$ cat src/rtl/memory_bus_arbiter.sv
// memory_bus_arbiter: round-robin arbiter giving requesters A (CPU) and B (DMA) single-access ownership of one memory bus.
// Ports:
//   iCLK, iRST_n                    clock, asynchronous active-low reset
//   iReqX/iWeX/iBeX/iAddrX/iWDataX  requester X command (X = A, B)
//   oAckX, oRDataX, oGrantX         requester X completion pulse, read data, ownership
//   oReadEnable/oWriteEnable/oByteEnable/oAddress/oWriteData, iReadData  memory bus
//   oBusy                           high whenever a transaction is in flight
module memory_bus_arbiter #(
  parameter int READ_LATENCY = 1
) (
  input  logic        iCLK,
  input  logic        iRST_n,
  input  logic        iReqA,
  input  logic        iReqB,
  input  logic        iWeA,
  input  logic        iWeB,
  input  logic [3:0]  iBeA,
  input  logic [3:0]  iBeB,
  input  logic [31:0] iAddrA,
  input  logic [31:0] iAddrB,
  input  logic [31:0] iWDataA,
  input  logic [31:0] iWDataB,
  output logic        oAckA,
  output logic        oAckB,
  output logic [31:0] oRDataA,
  output logic [31:0] oRDataB,
  output logic        oGrantA,
  output logic        oGrantB,
  output logic        oReadEnable,
  output logic        oWriteEnable,
  output logic [3:0]  oByteEnable,
  output logic [31:0] oAddress,
  output logic [31:0] oWriteData,
  input  logic [31:0] iReadData,
  output logic        oBusy
);
  typedef enum logic [1:0] {IDLE, ISSUE, WAIT, DONE} state_t;
  state_t      r_state, w_state;
  logic [2:0]  r_cnt, w_cnt;
  logic        r_last_b, w_last_b;
  logic        r_we_l, w_we_l;
  logic        r_ack_a, w_ack_a, r_ack_b, w_ack_b;
  logic        r_grant_a, w_grant_a, r_grant_b, w_grant_b;
  logic        r_re, w_re, r_we, w_we, r_busy, w_busy;
  logic [3:0]  r_be, w_be;
  logic [31:0] r_addr, w_addr, r_wdata, w_wdata, r_rdata_a, w_rdata_a, r_rdata_b, w_rdata_b;
  logic        w_pick_b;
  // B wins only if A is idle or A was the last owner
  assign w_pick_b = iReqB & (~iReqA | ~r_last_b);
  always_comb begin
    w_state   = r_state;
    w_cnt     = r_cnt;
    w_last_b  = r_last_b;
    w_we_l    = r_we_l;
    w_ack_a   = 1'b0;
    w_ack_b   = 1'b0;
    w_grant_a = r_grant_a;
    w_grant_b = r_grant_b;
    w_re      = 1'b0;
    w_we      = 1'b0;
    w_be      = r_be;
    w_addr    = r_addr;
    w_wdata   = r_wdata;
    w_rdata_a = r_rdata_a;
    w_rdata_b = r_rdata_b;
    case (r_state)
      IDLE: if (iReqA | iReqB) begin
        w_grant_a = ~w_pick_b;
        w_grant_b = w_pick_b;
        w_last_b  = w_pick_b;
        w_we_l    = w_pick_b ? iWeB : iWeA;
        w_be      = w_pick_b ? iBeB : iBeA;
        w_addr    = w_pick_b ? iAddrB : iAddrA;
        w_wdata   = w_pick_b ? iWDataB : iWDataA;
        w_we      = w_we_l;
        w_re      = ~w_we_l;
        w_state   = ISSUE;
      end
      ISSUE: begin
        w_cnt   = 3'd0;
        w_re    = ~r_we_l;
        w_ack_a = r_we_l & r_grant_a;
        w_ack_b = r_we_l & r_grant_b;
        w_state = r_we_l ? DONE : WAIT;
      end
      WAIT: if (r_cnt == 3'(READ_LATENCY - 1)) begin
        w_rdata_a = r_grant_a ? iReadData : r_rdata_a;
        w_rdata_b = r_grant_b ? iReadData : r_rdata_b;
        w_ack_a   = r_grant_a;
        w_ack_b   = r_grant_b;
        w_state   = DONE;
      end else begin
        w_re  = 1'b1;
        w_cnt = r_cnt + 3'd1;
      end
      default: begin
        w_grant_a = 1'b0;
        w_grant_b = 1'b0;
        w_state   = IDLE;
      end
    endcase
    w_busy = w_state != IDLE;
  end
  always_ff @(posedge iCLK or negedge iRST_n) begin
    if (!iRST_n) begin
      r_state   <= IDLE;
      r_cnt     <= 3'd0;
      r_last_b  <= 1'b1;
      r_we_l    <= 1'b0;
      r_ack_a   <= 1'b0;
      r_ack_b   <= 1'b0;
      r_grant_a <= 1'b0;
      r_grant_b <= 1'b0;
      r_re      <= 1'b0;
      r_we      <= 1'b0;
      r_busy    <= 1'b0;
      r_be      <= 4'd0;
      r_addr    <= 32'd0;
      r_wdata   <= 32'd0;
      r_rdata_a <= 32'd0;
      r_rdata_b <= 32'd0;
    end else begin
      r_state   <= w_state;
      r_cnt     <= w_cnt;
      r_last_b  <= w_last_b;
      r_we_l    <= w_we_l;
      r_ack_a   <= w_ack_a;
      r_ack_b   <= w_ack_b;
      r_grant_a <= w_grant_a;
      r_grant_b <= w_grant_b;
      r_re      <= w_re;
      r_we      <= w_we;
      r_busy    <= w_busy;
      r_be      <= w_be;
      r_addr    <= w_addr;
      r_wdata   <= w_wdata;
      r_rdata_a <= w_rdata_a;
      r_rdata_b <= w_rdata_b;
    end
  end
  assign oAckA        = r_ack_a;
  assign oAckB        = r_ack_b;
  assign oGrantA      = r_grant_a;
  assign oGrantB      = r_grant_b;
  assign oReadEnable  = r_re;
  assign oWriteEnable = r_we;
  assign oByteEnable  = r_be;
  assign oAddress     = r_addr;
  assign oWriteData   = r_wdata;
  assign oRDataA      = r_rdata_a;
  assign oRDataB      = r_rdata_b;
  assign oBusy        = r_busy;
endmodule
$ cat config.mk
export PLATFORM = sky130hd
export DESIGN_NAME = memory_bus_arbiter
export DESIGN_NICKNAME = d
export VERILOG_FILES = /design/src/rtl/memory_bus_arbiter.sv
export SDC_FILE = /design/constraint.sdc
export NUM_CORES = 1
export LEC_CHECK = 0
export BUFFER_PORTS_ARGS = -buffer_cell sky130_fd_sc_hd__clkbuf_2
export CORE_ASPECT_RATIO = 0.9
export CORE_MARGIN = 5
export CORE_UTILIZATION = 40
export CTS_BUF_LIST = sky130_fd_sc_hd__clkbuf_4
export CTS_CLUSTER_SIZE = 20
export DETAILED_ROUTE_END_ITERATION = 6
export PLACE_DENSITY = 0.76
export SETUP_SLACK_MARGIN = 0.2
export SYNTH_ARGS = -nofsm -noshare
export SYNTH_HDL_FRONTEND = slang
export SYNTH_SLANG_ARGS = --single-unit
$ cat constraint.sdc
create_clock -name iCLK -period 1.7 [get_ports iCLK]
set_clock_uncertainty 0.05 [all_clocks]
set_input_delay 0.255 -clock iCLK [delete_from_list [all_inputs] [get_ports iCLK]]
set_output_delay 0.255 -clock iCLK [all_outputs]
set_load 0.02 [all_outputs]
# Word-level counts from Yosys, hierarchy flattened
# Cells that the tools add are included.
# word_totals
regBits,146
inputBits,174
output_inout_bits,139
wordCells,65
# op_classes
add_sub_neg,1
n_eq_ne,4
muxes,23
bitwise_logic,11
n_reduce_logical,10
# op_table
cell,n
$mux W32,2
$mux W1,10
$pmux W1 S2,4
$not A1 Y1,6
$pmux W2 S3,1
$pmux W3 S2,1
$reduce_and A2 Y1,3
$reduce_and A3 Y1,2
$mux W2,2
$mux W4,1
$ne A2 B2 Y1 const B,2
$reduce_bool A2 Y1,2
$add A3 B1 Y3 const B,1
$and A1 B1 Y1,3
$logic_not A3 Y1,1
$mux W3,1
$pmux W1 S3,1
$eq A2 B1 Y1 const B,1
$eq A2 B2 Y1 const B,1
$logic_not A2 Y1,1
$or A1 B1 Y1,2
$reduce_or A2 Y1,1

# Depth between registers and ports, before layout
# logic_depth
depth_word,7
depth_mapped,8
mapped_depth_nobuf,5

# Worst setup path before layout
# No wires, ideal clock.
# synth_path
path_kind,register to register
from,register r_state[0]
to,register r_rdata_b[10] (netlist: oRDataB[10])
setup_time_ns,0.125
arrival_ns,1.591
required_time_ns,1.525
setup_slack_ns,-0.066
stages_incl_launch_ff,8
n_path_buf,2
period_less_slack_ns,1.766
path_cell_list,dfrtp_1 -> inv_1 -> ha_1 -> buf_4 -> and3b_2 -> nand2_4 -> buf_6 -> mux2_4
# synth_between
elab_chain_len,2
# synth_rtl
element,line_no,rtl
"start, declared",38,"state_t r_state, w_state;"
"start signal, assigned",123,r_state <= w_state;
$eq A2 B2 Y1,66,case (r_state)
$reduce_and A3 Y1 (no line),--,
"end signal, assigned",138,r_rdata_b <= w_rdata_b;
"end, declared",46,"logic [31:0] r_addr, w_addr, r_wdata, w_wdata, r_rdata_a, w_rdata_a, r_rdata_b, w_rdata_b;"
# Every way passes these cells.
# A chain may end at the register's enable or synchronous reset.

# Final worst setup path
# layout_path
from,register r_state[0]
to,register r_wdata[19] (netlist: oWriteData[19])
# layout_between
elab_chain_len,2
# layout_rtl
element,line_no,rtl
$logic_not A2 Y1,66,
$reduce_and A2 Y1 (no line),--,
"end signal, assigned",136,r_wdata <= w_wdata;
"end, declared",46,
# Every way passes these cells.

==> run metrics <==
outcome=complete, but fails checks; violated checks=negative setup slack; final critical-path setup slack=-0.0286 ns; data required time at the worst endpoint=between 2 and 2.5 ns; global-route wire length before repair=roughly 41000 um; clock root buffer=clkbuf_4; startpoint-to-endpoint class of the critical path=register to register; post-layout minimum cycle time=between 1.5 and 2 ns; number of buffers created by CTS=17; Met1 Routed Length=11800 um; Final Util=between 80% and 90%; synthesized netlist net count=753; routed via count=~7900; share of layout cells above drive strength 1=roughly 60%; Core ar.=15500 sq um; combinational family with the most area after synthesis=multiplexers; CTS H-Tree Depth=4; WHS Path Cells=3; detailed placement HPWL=14000 um; worst hold path type=input port to register; Die Area=~19000 sq um; clock tree from TritonCTS=done; post-route total power=between 20 and 30 mW; highest clock frequency the design can meet=0.579 GHz; power per cell area=just under 2000 nW/um^2; Final Hold Viols=0; Final setup viols=13; number of library cell types mapped by synthesis=33; Yosys reg bits=roughly 150; final period utilization=102%; Worst setup EP type=register; Port Buffer Count=312; sequential-to-total area share from yosys stat=57.1%; number of DRC markers in iteration 0=560; Area growth syn-to-layout=112%; number of nets in the layout=approximately 1400; total congestion overflow after global routing=0; routed wire length per instance=between 20 and 30 um; wire length reported by the detailed router=around 36000 um; Filler Cell Count=~610; largest voltage drop on the vdd net=around 1.2 mV; maximum clock path buffer count=2; mux contribution to synthesized area=between 10% and 20%; top routing layer in use=met4; syn avg cell area=between 10 and 15 sq um; r2r worst-path depth=8; worst hold slack after final layout=0.0438 ns; Critical Path Start Type=register; biggest area contributors in the synthesized netlist=dfrtp_1 (57%), mux2_4 (14%), a21oi_1 (11%); actual slew at the worst max-slew pin=between 0.5 and 0.6 ns; Synth Area in Simple Gates=9.66%; Relative slew margins=around 62%; Arrival @ worst endpoint=2.15 ns; Antenna Violating Nets Remaining=0; largest net degree at the start of global routing=between 50 and 60; Max Transition Viols Final=0; Syn Std Cell Area=6400 sq um; fraction of the mapped netlist area in compound gates=between 10% and 20%; count of clock tree sinks=around 150; DIE HEIGHT=between 100 and 150 um; routed wire length on met2=between 15000 and 20000 um; clock insertion delay at the later pin of the skew report=0.57 ns; highest fanout seen on the critical path=6; number of warnings printed during yosys synthesis=0; Placer Congestion=between 0.8 and 0.9; initial standard-cell utilization of the core=approximately two fifths; arithmetic-cell share of the synthesized area counting full adders, half adders and majority gates=between 1 and 1.5%; post-synth top area cell=dfrtp_1; TritonRoute pass-1 iters=5; max-cap violations=0; gate count of the mapped netlist=approximately 570; cell leakage power=roughly 6.5 nW; number of top-level design ports=roughly 310; xor-xnor portion of the synthesized cell area=0%; vias in the first global route=around 7600; initial antenna violation count=6; unrepaired setup endpoints after global routing=true; average vias per placed instance=approximately 5.6; Site Rows=43; DRC Markers=0; fraction of post-synthesis cell area in the top cell type by area=a little under three fifths; overall routing resource usage=approximately 29%; wire length on met3=roughly 3500 um; clock-pin slew on the worst setup and hold paths=0.15 ns; die boundary width=roughly 140 um
==> state kept, by name (all words and copies together), names as in the netlist, 2 cells and up <==
signal	cells
r_state	2
oWriteData	32
oRDataA	32
oRDataB	32
oByteEnable	4
oAddress	32
r_cnt	3
==> critical path: stages, from the launching register on <==
cell and delay (ns):
dfrtp_1 0.43, inv_2 0.10, buf_6 0.10, ha_4 0.18
buf_6 0.12, o21ai_4 0.13, buf_6 0.18, a21oi_1 0.23
a21oi_2 0.10
==> repair_timing <==
item	CTS	global route
hold endpoints to repair	281	19
endpoints found under the setup margin	146	275
setup buffers	23	97
resized for setup	166	532
hold buffers	171	1
gates cloned	12	2
pin swaps	2	13
==> worst paths after layout <==
| kind | start | end | slack (ns) |
|---|---|---|---|
| hold / removal | iReqB | r_last_b | 0.04 |
| setup / recovery | r_state[0] | oWriteData[19] | -0.03 |
| max in group asynchronous | iRST_n | oRDataB[22] | 0.33 |
| setup reg to reg | r_state[0] | oWriteData[19] | -0.03 |
| min in group asynchronous | iRST_n | oWriteData[11] | 0.58 |
| hold reg to reg | oRDataB[31] | oRDataB[31] | 0.52 |
==> synth_stat cells <==
| library cell | count |
|---|---|
| buf_4 | 5 |
| nand2_1 | 71 |
| o21ai_0 | 4 |
| nand2b_1 | 2 |
| mux2_4 | 60 |
| o2bb2ai_1 | 1 |
| a21boi_2 | 1 |
| a22o_1 | 2 |
| or2_2 | 1 |
| a22oi_1 | 2 |
| a31oi_1 | 2 |
| and3_1 | 2 |
| mux2_2 | 4 |
| nor2_1 | 72 |
| o21ai_2 | 1 |
| o22ai_1 | 1 |
| a21oi_1 | 139 |
| o31ai_1 | 1 |
| clkbuf_1 | 4 |
| buf_2 | 21 |
| a21bo_2 | 1 |
| buf_6 | 7 |
| dfstp_2 | 1 |
| ha_1 | 6 |
| inv_1 | 7 |
| nand2_4 | 2 |
| nand3b_1 | 1 |
| o21a_1 | 1 |
| buf_1 | 1 |
| mux2i_1 | 2 |
| dfrtp_1 | 145 |
| and3b_2 | 1 |
| nand3_1 | 2 |
==> cells by family after synthesis <==
family          Yosys count
mux                      66
compound gates          156
fa+ha+maj                 6
simple gates            154
buf+inv                  45
flops                   146
==> layer usage <==
| metal | track usage (%) | vias up |
|---|---|---|
| met4 | 16.4 | 0 |
| met1 | 31.8 | 3813 |
| met2 | 48.8 | 671 |
| met3 | 8.83 | 225 |
| li1 | - | 3221 |
| met5 | 0 | - |
==> placed cells by master (no fill, tap or decap), drive strengths merged <==
master / Yosys / final
nand2b: 2 / 2
o2bb2ai: 1 / 1
mux2i: 2 / 2
bufinv: 0 / 1
dlygate4sd3: 0 / 172
or2: 1 / 1
dfstp: 1 / 1
a22o: 2 / 2
clkinvlp: 0 / 1
clkbuf: 4 / 192
a21oi: 139 / 139
ha: 6 / 6
o21a: 1 / 1
a21boi: 1 / 1
inv: 7 / 13
o22ai: 1 / 1
and3: 2 / 2
dfrtp: 145 / 145
mux2: 64 / 64
clkinv: 0 / 7
a31oi: 2 / 2
buf: 34 / 298
o31ai: 1 / 1
nand2: 73 / 73
nand3: 2 / 2
a21bo: 1 / 1
diode: 0 / 13
a22oi: 2 / 2
nor2: 72 / 72
nand3b: 1 / 1
and3b: 1 / 1
o21ai: 5 / 6
==> cell type report <==
type	count	area, sq um	area share (%)
Antenna cell	13	32.5	0.240
Clock buffer	17	128	0.941
Sequential cell	146	3660	27.0
Multi-Input combinational cell	383	3410	25.1
Tap cell	202	253	1.86
Clock inverter	15	170	1.25
Timing Repair Buffer	645	5890	43.4
Inverter	7	26.3	0.194
==> power by group <==
| part | switching, mW | internal (mW) |
|---|---|---|
| sequential | 1.79 | 5.19 |
| clock | 1.61 | 0.797 |
| combinational | 8.17 | 9.18 |
| total | 11.6 | 15.2 |
==> per-stage QoR <==
stage | instances | instance area (sq um) | TNS [ns] | setup slack [ns]
after detailed placement | 1077 | 8340 | 0 | 0.00204
final | 1428 | 13600 | -0.154 | -0.0286
after floorplan | 573 | 6440 | -1.44 | -0.0269
after global placement | 1077 | 8340 | 0 | 0.0555
after global routing | 1421 | 13600 | -2.11 | -0.0658
after CTS | 1315 | 11500 | 0 | 0.0374
No activity file was read; power rests on OpenSTA's default activity.
